### src/rtl/piso_shift_reg_pkg.sv
`default_nettype none
// ============================================================================
// Package     : shift_pkg
// Description : State encoding and counter-width helper shared by the
//               parallel-in and serial-in shift chains.
// Revision    : 1.0
// ============================================================================
package shift_pkg;

    typedef enum logic {
        IDLE  = 1'b0,
        SHIFT = 1'b1
    } piso_state_t;

    // A one-bit counter is still needed when n is 1 or 2.
    function automatic int cnt_width(input int n);
        return (n <= 2) ? 1 : $clog2(n);
    endfunction

endpackage
`default_nettype wire

### src/rtl/piso_shift_reg_if.sv
`default_nettype none
// ============================================================================
// Interface   : piso_shift_reg_if
// Description : Parallel word handshake and framed serial output of the PISO.
// Revision    : 1.0
// ============================================================================
interface piso_shift_reg_if #(
    parameter int WIDTH = 8
);
    logic [WIDTH-1:0] din;
    logic             din_valid;
    logic             din_ready;
    logic             sout;
    logic             sout_valid;
    logic             sout_first;
    logic             sout_last;

    modport master (
        output din, din_valid,
        input  din_ready, sout, sout_valid, sout_first, sout_last
    );

    modport slave (
        input  din, din_valid,
        output din_ready, sout, sout_valid, sout_first, sout_last
    );
endinterface
`default_nettype wire

### src/rtl/piso_shift_reg.sv
`default_nettype none
// ============================================================================
// Module      : piso_shift_reg
// Description : Parallel-in serial-out shifter with valid/ready word input
//               and first/last framing strobes; back-to-back words stream
//               without a bubble.
// Revision    : 1.0
// ============================================================================
module piso_shift_reg
    import shift_pkg::*;
#(
    parameter int WIDTH     = 8,
    parameter bit MSB_FIRST = 1'b1
) (
    input  wire logic        clk,
    input  wire logic        rst_n,
    piso_shift_reg_if.slave  bus
);

    localparam int CNT_W = cnt_width(WIDTH);
    localparam logic [CNT_W-1:0] c_last_cnt = CNT_W'(WIDTH - 1);

    piso_state_t      r_state;
    piso_state_t      w_state_nxt;
    logic [WIDTH-1:0] r_sreg;
    logic [WIDTH-1:0] w_sreg_nxt;
    logic [WIDTH-1:0] w_sreg_shifted;
    logic [CNT_W-1:0] r_cnt;
    logic [CNT_W-1:0] w_cnt_nxt;
    logic             w_shifting;
    logic             w_at_last;
    logic             w_ready;
    logic             w_accept;

    assign w_shifting = (r_state == SHIFT);
    assign w_at_last  = w_shifting && (r_cnt == c_last_cnt);
    assign w_ready    = (r_state == IDLE) || w_at_last;
    assign w_accept   = bus.din_valid && w_ready;

    generate
        if (MSB_FIRST) begin : g_msb_first
            assign w_sreg_shifted = {r_sreg[WIDTH-2:0], 1'b0};
            assign bus.sout       = r_sreg[WIDTH-1];
        end else begin : g_lsb_first
            assign w_sreg_shifted = {1'b0, r_sreg[WIDTH-1:1]};
            assign bus.sout       = r_sreg[0];
        end
    endgenerate

    always_ff @(posedge clk or negedge rst_n) begin
        if (!rst_n) begin
            r_state <= IDLE;
            r_sreg  <= '0;
            r_cnt   <= '0;
        end else begin
            r_state <= w_state_nxt;
            r_sreg  <= w_sreg_nxt;
            r_cnt   <= w_cnt_nxt;
        end
    end

    // Returning to IDLE clears the shadow word so sout reads 0 when idle.
    always_comb begin
        w_state_nxt = r_state;
        w_sreg_nxt  = r_sreg;
        w_cnt_nxt   = r_cnt;
        case (r_state)
            IDLE: begin
                if (w_accept) begin
                    w_state_nxt = SHIFT;
                    w_sreg_nxt  = bus.din;
                    w_cnt_nxt   = '0;
                end
            end
            SHIFT: begin
                if (!w_at_last) begin
                    w_sreg_nxt = w_sreg_shifted;
                    w_cnt_nxt  = r_cnt + CNT_W'(1);
                end else if (w_accept) begin
                    w_sreg_nxt = bus.din;
                    w_cnt_nxt  = '0;
                end else begin
                    w_state_nxt = IDLE;
                    w_sreg_nxt  = '0;
                    w_cnt_nxt   = '0;
                end
            end
            default: begin
                w_state_nxt = IDLE;
                w_sreg_nxt  = '0;
                w_cnt_nxt   = '0;
            end
        endcase
    end

    assign bus.din_ready  = w_ready;
    assign bus.sout_valid = w_shifting;
    assign bus.sout_first = w_shifting && (r_cnt == '0);
    assign bus.sout_last  = w_at_last;

endmodule
`default_nettype wire

### src/flat_wrapper.sv
// flat-port wrapper written by rule: the top's interface ports become plain ports
module piso_shift_reg_flat import shift_pkg::*;
#(
    parameter int WIDTH     = 8,
    parameter bit MSB_FIRST = 1'b1
)
  (clk, rst_n, bus_din, bus_din_valid, bus_din_ready, bus_sout, bus_sout_valid, bus_sout_first, bus_sout_last);
  piso_shift_reg_if #(.WIDTH(WIDTH)) bus_i ();
  input  wire logic clk;
  input  wire logic rst_n;
  input wire logic [$bits(bus_i.din)-1:0] bus_din;
  input wire logic [$bits(bus_i.din_valid)-1:0] bus_din_valid;
  output wire logic [$bits(bus_i.din_ready)-1:0] bus_din_ready;
  output wire logic [$bits(bus_i.sout)-1:0] bus_sout;
  output wire logic [$bits(bus_i.sout_valid)-1:0] bus_sout_valid;
  output wire logic [$bits(bus_i.sout_first)-1:0] bus_sout_first;
  output wire logic [$bits(bus_i.sout_last)-1:0] bus_sout_last;
  assign bus_i.din = bus_din;
  assign bus_i.din_valid = bus_din_valid;
  assign bus_din_ready = bus_i.din_ready;
  assign bus_sout = bus_i.sout;
  assign bus_sout_valid = bus_i.sout_valid;
  assign bus_sout_first = bus_i.sout_first;
  assign bus_sout_last = bus_i.sout_last;
  piso_shift_reg #(.WIDTH(WIDTH), .MSB_FIRST(MSB_FIRST)) u_core (.clk(clk), .rst_n(rst_n), .bus(bus_i));
endmodule
### config.mk
export PLATFORM = sky130hd
export DESIGN_NAME = piso_shift_reg_flat
export DESIGN_NICKNAME = d
export VERILOG_FILES = /design/src/rtl/piso_shift_reg_pkg.sv /design/src/rtl/piso_shift_reg_if.sv /design/src/rtl/piso_shift_reg.sv /design/src/flat_wrapper.sv
export SDC_FILE = /design/constraint.sdc
export NUM_CORES = 1
export LEC_CHECK = 0
export CORE_MARGIN = 4
export CORE_UTILIZATION = 48
export DETAILED_ROUTE_END_ITERATION = 10
export GPL_ROUTABILITY_DRIVEN = 0
export GPL_TIMING_DRIVEN = 0
export PLACE_DENSITY = 0.83
export SYNTH_ARGS = -nofsm -noshare
export SYNTH_HDL_FRONTEND = slang
export SYNTH_SLANG_ARGS = --single-unit
### constraint.sdc
create_clock -name clk -period 2.4 [get_ports clk]
set_clock_uncertainty 0.15 [all_clocks]
set_input_delay 0.72 -clock clk [delete_from_list [all_inputs] [get_ports clk]]
set_output_delay 0.72 -clock clk [all_outputs]
set_load 0.05 [all_outputs]
### Word level (Yosys, flattened, before mapping)

Index checks and enable logic that the tools add are counted.

* logic and storage cells: 22
* output and inout bits: 5
* register bits after elaboration: 12
* bits of input ports: 11

* add/sub/neg operators: 1
* mux-type cells: 10
* bitwise gates (word level): 1
* reductions and logical operators: 5
* equality and inequality tests: 2

Operators with widths (count)
* $mux W8: 3
* $pmux W8 S2: 1
* $mux W3: 2
* $pmux W3 S2: 1
* $add A3 B1 Y3 const B: 1
* $eq A3 B3 Y1 const B: 1
* $logic_and A1 B1 Y1: 3
* $logic_not A3 Y1: 1
* $mux W1: 2
* $ne A2 B1 Y1 const B: 1
* $pmux W1 S2: 1
* $logic_or A1 B1 Y1: 1
* $not A1 Y1: 1

### Longest topological paths before layout

Gate-level depths: netlist of run 1.

* word-level depth: 7
* mapped depth: 6
* mapped depth without buffers: 4

### Least setup slack after synthesis of run 1

OpenSTA, ideal clock, no wires.

* path type: register to output
* from: register u_core.r_state, in the netlist u_core.bus.sout_valid
* to: output port bus_sout_last
* stages on the path, launching flop included: 3
* path slack: 0.095 ns
* data required time: 1.530 ns
* buffers on the path: 1
* data arrival time: 1.435 ns
* path through: dfrtp_1 > buf_4 > and2_1

* longest elaborated chain between the ends: 1

Ends and longest elaborated chain
* start, declared: RTL line piso_shift_reg.sv:23 `piso_state_t r_state;`
* start signal, assigned: RTL line piso_shift_reg.sv:56 `r_state <= w_state_nxt;`
* $logic_and A1 B1 Y1: RTL line piso_shift_reg.sv:36 `assign w_at_last = w_shifting && (r_cnt == c_last_cnt);`
* end, declared: RTL line flat_wrapper.sv:17 `output wire logic [$bits(bus_i.sout_last)-1:0] bus_sout_last;`

Every way passes these cells.

### Worst setup path after layout of run 1

* from: register u_core.r_cnt[1]
* to: output port bus_din_ready

* longest elaborated chain between the ends: 3

Ends and longest elaborated chain
* start, declared: RTL line piso_shift_reg.sv:28 `logic [CNT_W-1:0] r_cnt;`
* start signal, assigned: RTL line piso_shift_reg.sv:58 `r_cnt <= w_cnt_nxt;`
* $eq A3 B3 Y1: RTL line piso_shift_reg.sv:36
* $logic_and A1 B1 Y1: RTL line piso_shift_reg.sv:36
* $logic_or A1 B1 Y1: RTL line piso_shift_reg.sv:37 `assign w_ready = (r_state == IDLE) || w_at_last;`
* end, declared: RTL line flat_wrapper.sv:13 `output wire logic [$bits(bus_i.din_ready)-1:0] bus_din_ready;`

Every way passes these cells.

==> summary.txt, run 1 <==
Routing
  – Drt total wl: 1530 um
  – DR pass1 iterations: 3
  – Drt via density: 5.64
  – Via count: 558
  – # DRC: 0
  – DR WL/cell: around 15 um
  – Initial drt markers: 8
  – Post-route ant nets: 0

Timing
  – Final Cycle Share: a little over nine tenths
  – Tmin final: roughly 2400 ps
  – Slew headroom: around 63%
  – Slew Viols, Final: 0
  – Achievable Freq: around 420 MHz
  – RSZ-0062 raised after global routing: yes
  – Setup TNS: 0 ps
  – Hold Fails Final Rpt: 0
  – Worst-Margin Slew: between 500 and 600 ps
  – Final Setup Violations: 0

Run status
  – Status: completed

Floorplan
  – Die width: ~47 um
  – Row count: 13
  – I/O Pins: 16
  – Core ar.: around 0.0014 mm^2
  – Die Area: between 0.002 and 0.0025 mm^2
  – Die Y: 46.8 um
  – Initial Utilization: a little over half

Yosys
  – Post-Syn Area: between 700 and 800 um^2
  – Post-synth top area cell: dfrtp_1
  – Cells after Synth: 64
  – Syn_area_per_cell: approximately 11 um^2
  – Synth Flop Type: dfrtp_1
  – Part of the Yosys area used for sequential elements: 41.6%
  – Synthesized flop and latch total: 12
  – Yosys cell types: 18
  – Count leader, synth: dfrtp_1
  – Post-synth ARST share: 100%
  – Synth Net Count: a little under 80
  – Synth cell count leaders: dfrtp_1, inv_1, mux2i_1, nand3_1, o221ai_2
  – Post-synth EDFFs: 0
  – YS warnings: 0
  – Synth top area cells: dfrtp_1, o221ai_2, mux2i_1
  – Yosys top cell area share: 41.6%

Worst setup path
  – CP startpoint kind: flip-flop
  – Reg-to-reg slack, setup: 780 ps
  – Req. time, crit path: ~1500 ps
  – R2R depth: 6
  – Max incr delay on CP: about 400 ps
  – Critical path startpoint: u_core.r_cnt[1]$_DFFE_PN0P_
  – Critical path type: flip-flop to output pin
  – Setup crit end: bus_din_ready
  – Critical path cell sequence: ha_2, ha_4, buf_6, nand2b_4, buf_8
  – Crit path DAT: approximately 1500 ps
  – CP Capture Type: output pin
  – Reg2Reg Launch Point: u_core.r_cnt[1]$_DFFE_PN0P_
  – Slowest CP cell: dfrtp_1
  – Worst r2r dst: u_core.r_sreg[5]$_DFFE_PN0P_
  – Largest fanout on the critical path: 10

Clocking
  – CTS buffer count: 3
  – Sink Count: 12
  – Latest clock arrival within the worst-skew pair: about 280 ps
  – H-Tree Depth: 1
  – Clock root buffer: clkbuf_4
  – TritonCTS clock tree: yes
  – Clock transition at path regs: about 70 ps
  – Max Root-Sink Buffers: 2

GRT
  – Global router's overall resource usage: 17.9%
  – First-pass GRT wire length: about 2700 um
  – Vias in the first global route: roughly 580
  – Gr ovfl total: 0
  – Antenna violations before repair: 0
  – Pin count of the biggest net entering global routing: 13

Hold path
  – Worst Hold Class: flip-flop to flip-flop

Placement
  – DP Wirelength: 1040 um
  – Buffers on Ports: 14
  – Placed cell count: a little over 90

Job
  – Max Cap Viol: 0

Cells and area
  – Final Non-Filler Cells: 99
  – Area Overhead vs Synth: 30.7%
  – Footprint of the multi-input gates: approximately 350 um^2
  – Fillers: approximately 110
  – Share of layout cells above drive strength 1: 28.6%
  – Storage cell area: 300 um^2
  – Ant diodes: 0
  – Post-layout util: 69.0%
  – Nets@finish: 99

Power and ir drop
  – Maximum vdd drop: ~0.82 mV
  – Power density of the placed cells: between 1000 and 1500 mW/mm^2
  – Pwr Total: between 1 and 1.5 mW
  – Leakage power: 0.420 nW
==> routing by layer <==
| metal | wire [um] | global-route usage [%] | up-vias |
|---|---|---|---|
| li1 | - | - | 265 |
| met1 | 676 | 23.8 | 275 |
| met3 | 72 | 3.07 | 4 |
| met4 | 27 | 13.8 | 0 |
| met5 | 0 | 0 | - |
| met2 | 748 | 25.7 | 14 |
==> flip-flops by register name, indices dropped and copies added (netlist names) <==
register,flops
u_core.bus.sout_valid,1
u_core.r_sreg,8
u_core.r_cnt,3
==> critical path, delay by kind of cell (launching register included) <==
kind          cells  cell delay, ps
flops             1             390
fa+ha+maj         2             360
buf+inv           2             290
simple gates      1             170
==> logic make-up (layout without fill, tap and decap cells) <==
kind of cell    after synthesis  in the layout  synth area share [%]
flops                        12             12                  41.6
simple gates                 14             14                  11.4
fa+ha+maj                     3              3                  5.20
mux                           8              8                  11.1
buf+inv                      16             36                  11.4
compound gates               11             11                  19.2
==> report_power, final <==
| group | internal [mW] | switching (mW) | total, mW | leakage [nW] |
|---|---|---|---|---|
| combinational | 0.266 | 0.331 | 0.597 | 0.246 |
| clock | 0.0923 | 0.0747 | 0.167 | 0.0210 |
| sequential | 0.279 | 0.0520 | 0.331 | 0.153 |
| total | 0.637 | 0.457 | 1.09 | 0.420 |
==> stage by stage <==
| step | cell area (um^2) | worst slack [ps] | hold WS, ps |
|---|---|---|---|
| after floorplan | 722 | 94.6 | 274 |
| after global placement | 881 | -422 | 373 |
| after detailed placement | 881 | -459 | 398 |
| after CTS | 925 | -62.1 | 412 |
| after global routing | 943 | -22.5 | 445 |
| final | 943 | 33.6 | 421 |
==> cell type report <==
cell class                      count  area share, %
Inverter                           11           4.38
Timing Repair Buffer               17           17.2
Multi-Input combinational cell     36           37.5
Tap cell                           15           1.99
Clock buffer                        4           3.85
Buffer                              4           3.18
Sequential cell                    12           31.8
==> worst min-delay path by stage <==
| stage | startpoint | endpoint | slack (ps) | cells past startpoint |
|---|---|---|---|---|
| 6_report | u_core.r_sreg[0]$_DFFE_PN0P_ | u_core.r_sreg[0]$_DFFE_PN0P_ | 420 | 2 |
| 5_1_grt | u_core.r_cnt[1]$_DFFE_PN0P_ | u_core.r_cnt[1]$_DFFE_PN0P_ | 450 | 2 |
| 4_1_cts | u_core.r_cnt[2]$_DFFE_PN0P_ | u_core.r_cnt[2]$_DFFE_PN0P_ | 410 | 2 |
| 3_5_place_dp | u_core.r_cnt[0]$_DFFE_PN0P_ | u_core.r_cnt[0]$_DFFE_PN0P_ | 400 | 1 |
| 3_3_place_gp | u_core.r_cnt[0]$_DFFE_PN0P_ | u_core.r_cnt[0]$_DFFE_PN0P_ | 370 | 1 |
| 2_1_floorplan | rst_n | u_core.bus.sout_valid$_DFF_PN0_ | 270 | 0 |
==> layout by cell type, fill, tap and decap left out <==
master,instances
and2_1,1
and3_1,1
buf_2,1
buf_4,5
buf_6,2
buf_8,1
clkbuf_1,1
clkbuf_4,3
clkbuf_8,1
clkdlybuf4s50_1,10
dfrtp_1,12
dlygate4sd2_1,1
ha_1,1
ha_2,1
ha_4,1
inv_1,11
mux2i_1,8
nand2_1,1
nand2b_1,2
nand2b_4,1
nand3_1,8
o21ai_0,1
o221ai_2,7
o22ai_2,1
o31ai_1,1
o32ai_1,1
==> timing repair <==
action                                  4_1_cts  5_1_grt
pin swaps                                     0        1
hold buffers                                  0        0
endpoints found under the setup margin        4        2
setup buffers                                 1        2
endpoints found under the hold margin         0        0
resized for setup                            21        3
Power figures use the tool's default switching activity.
==> run 2: changes to the inputs <==
Settings changed: ABC_CLOCK_PERIOD_IN_PS set to 2400.
==> results of run 2 <==
Final layout, timing and power as in run 1 (identical DEF).
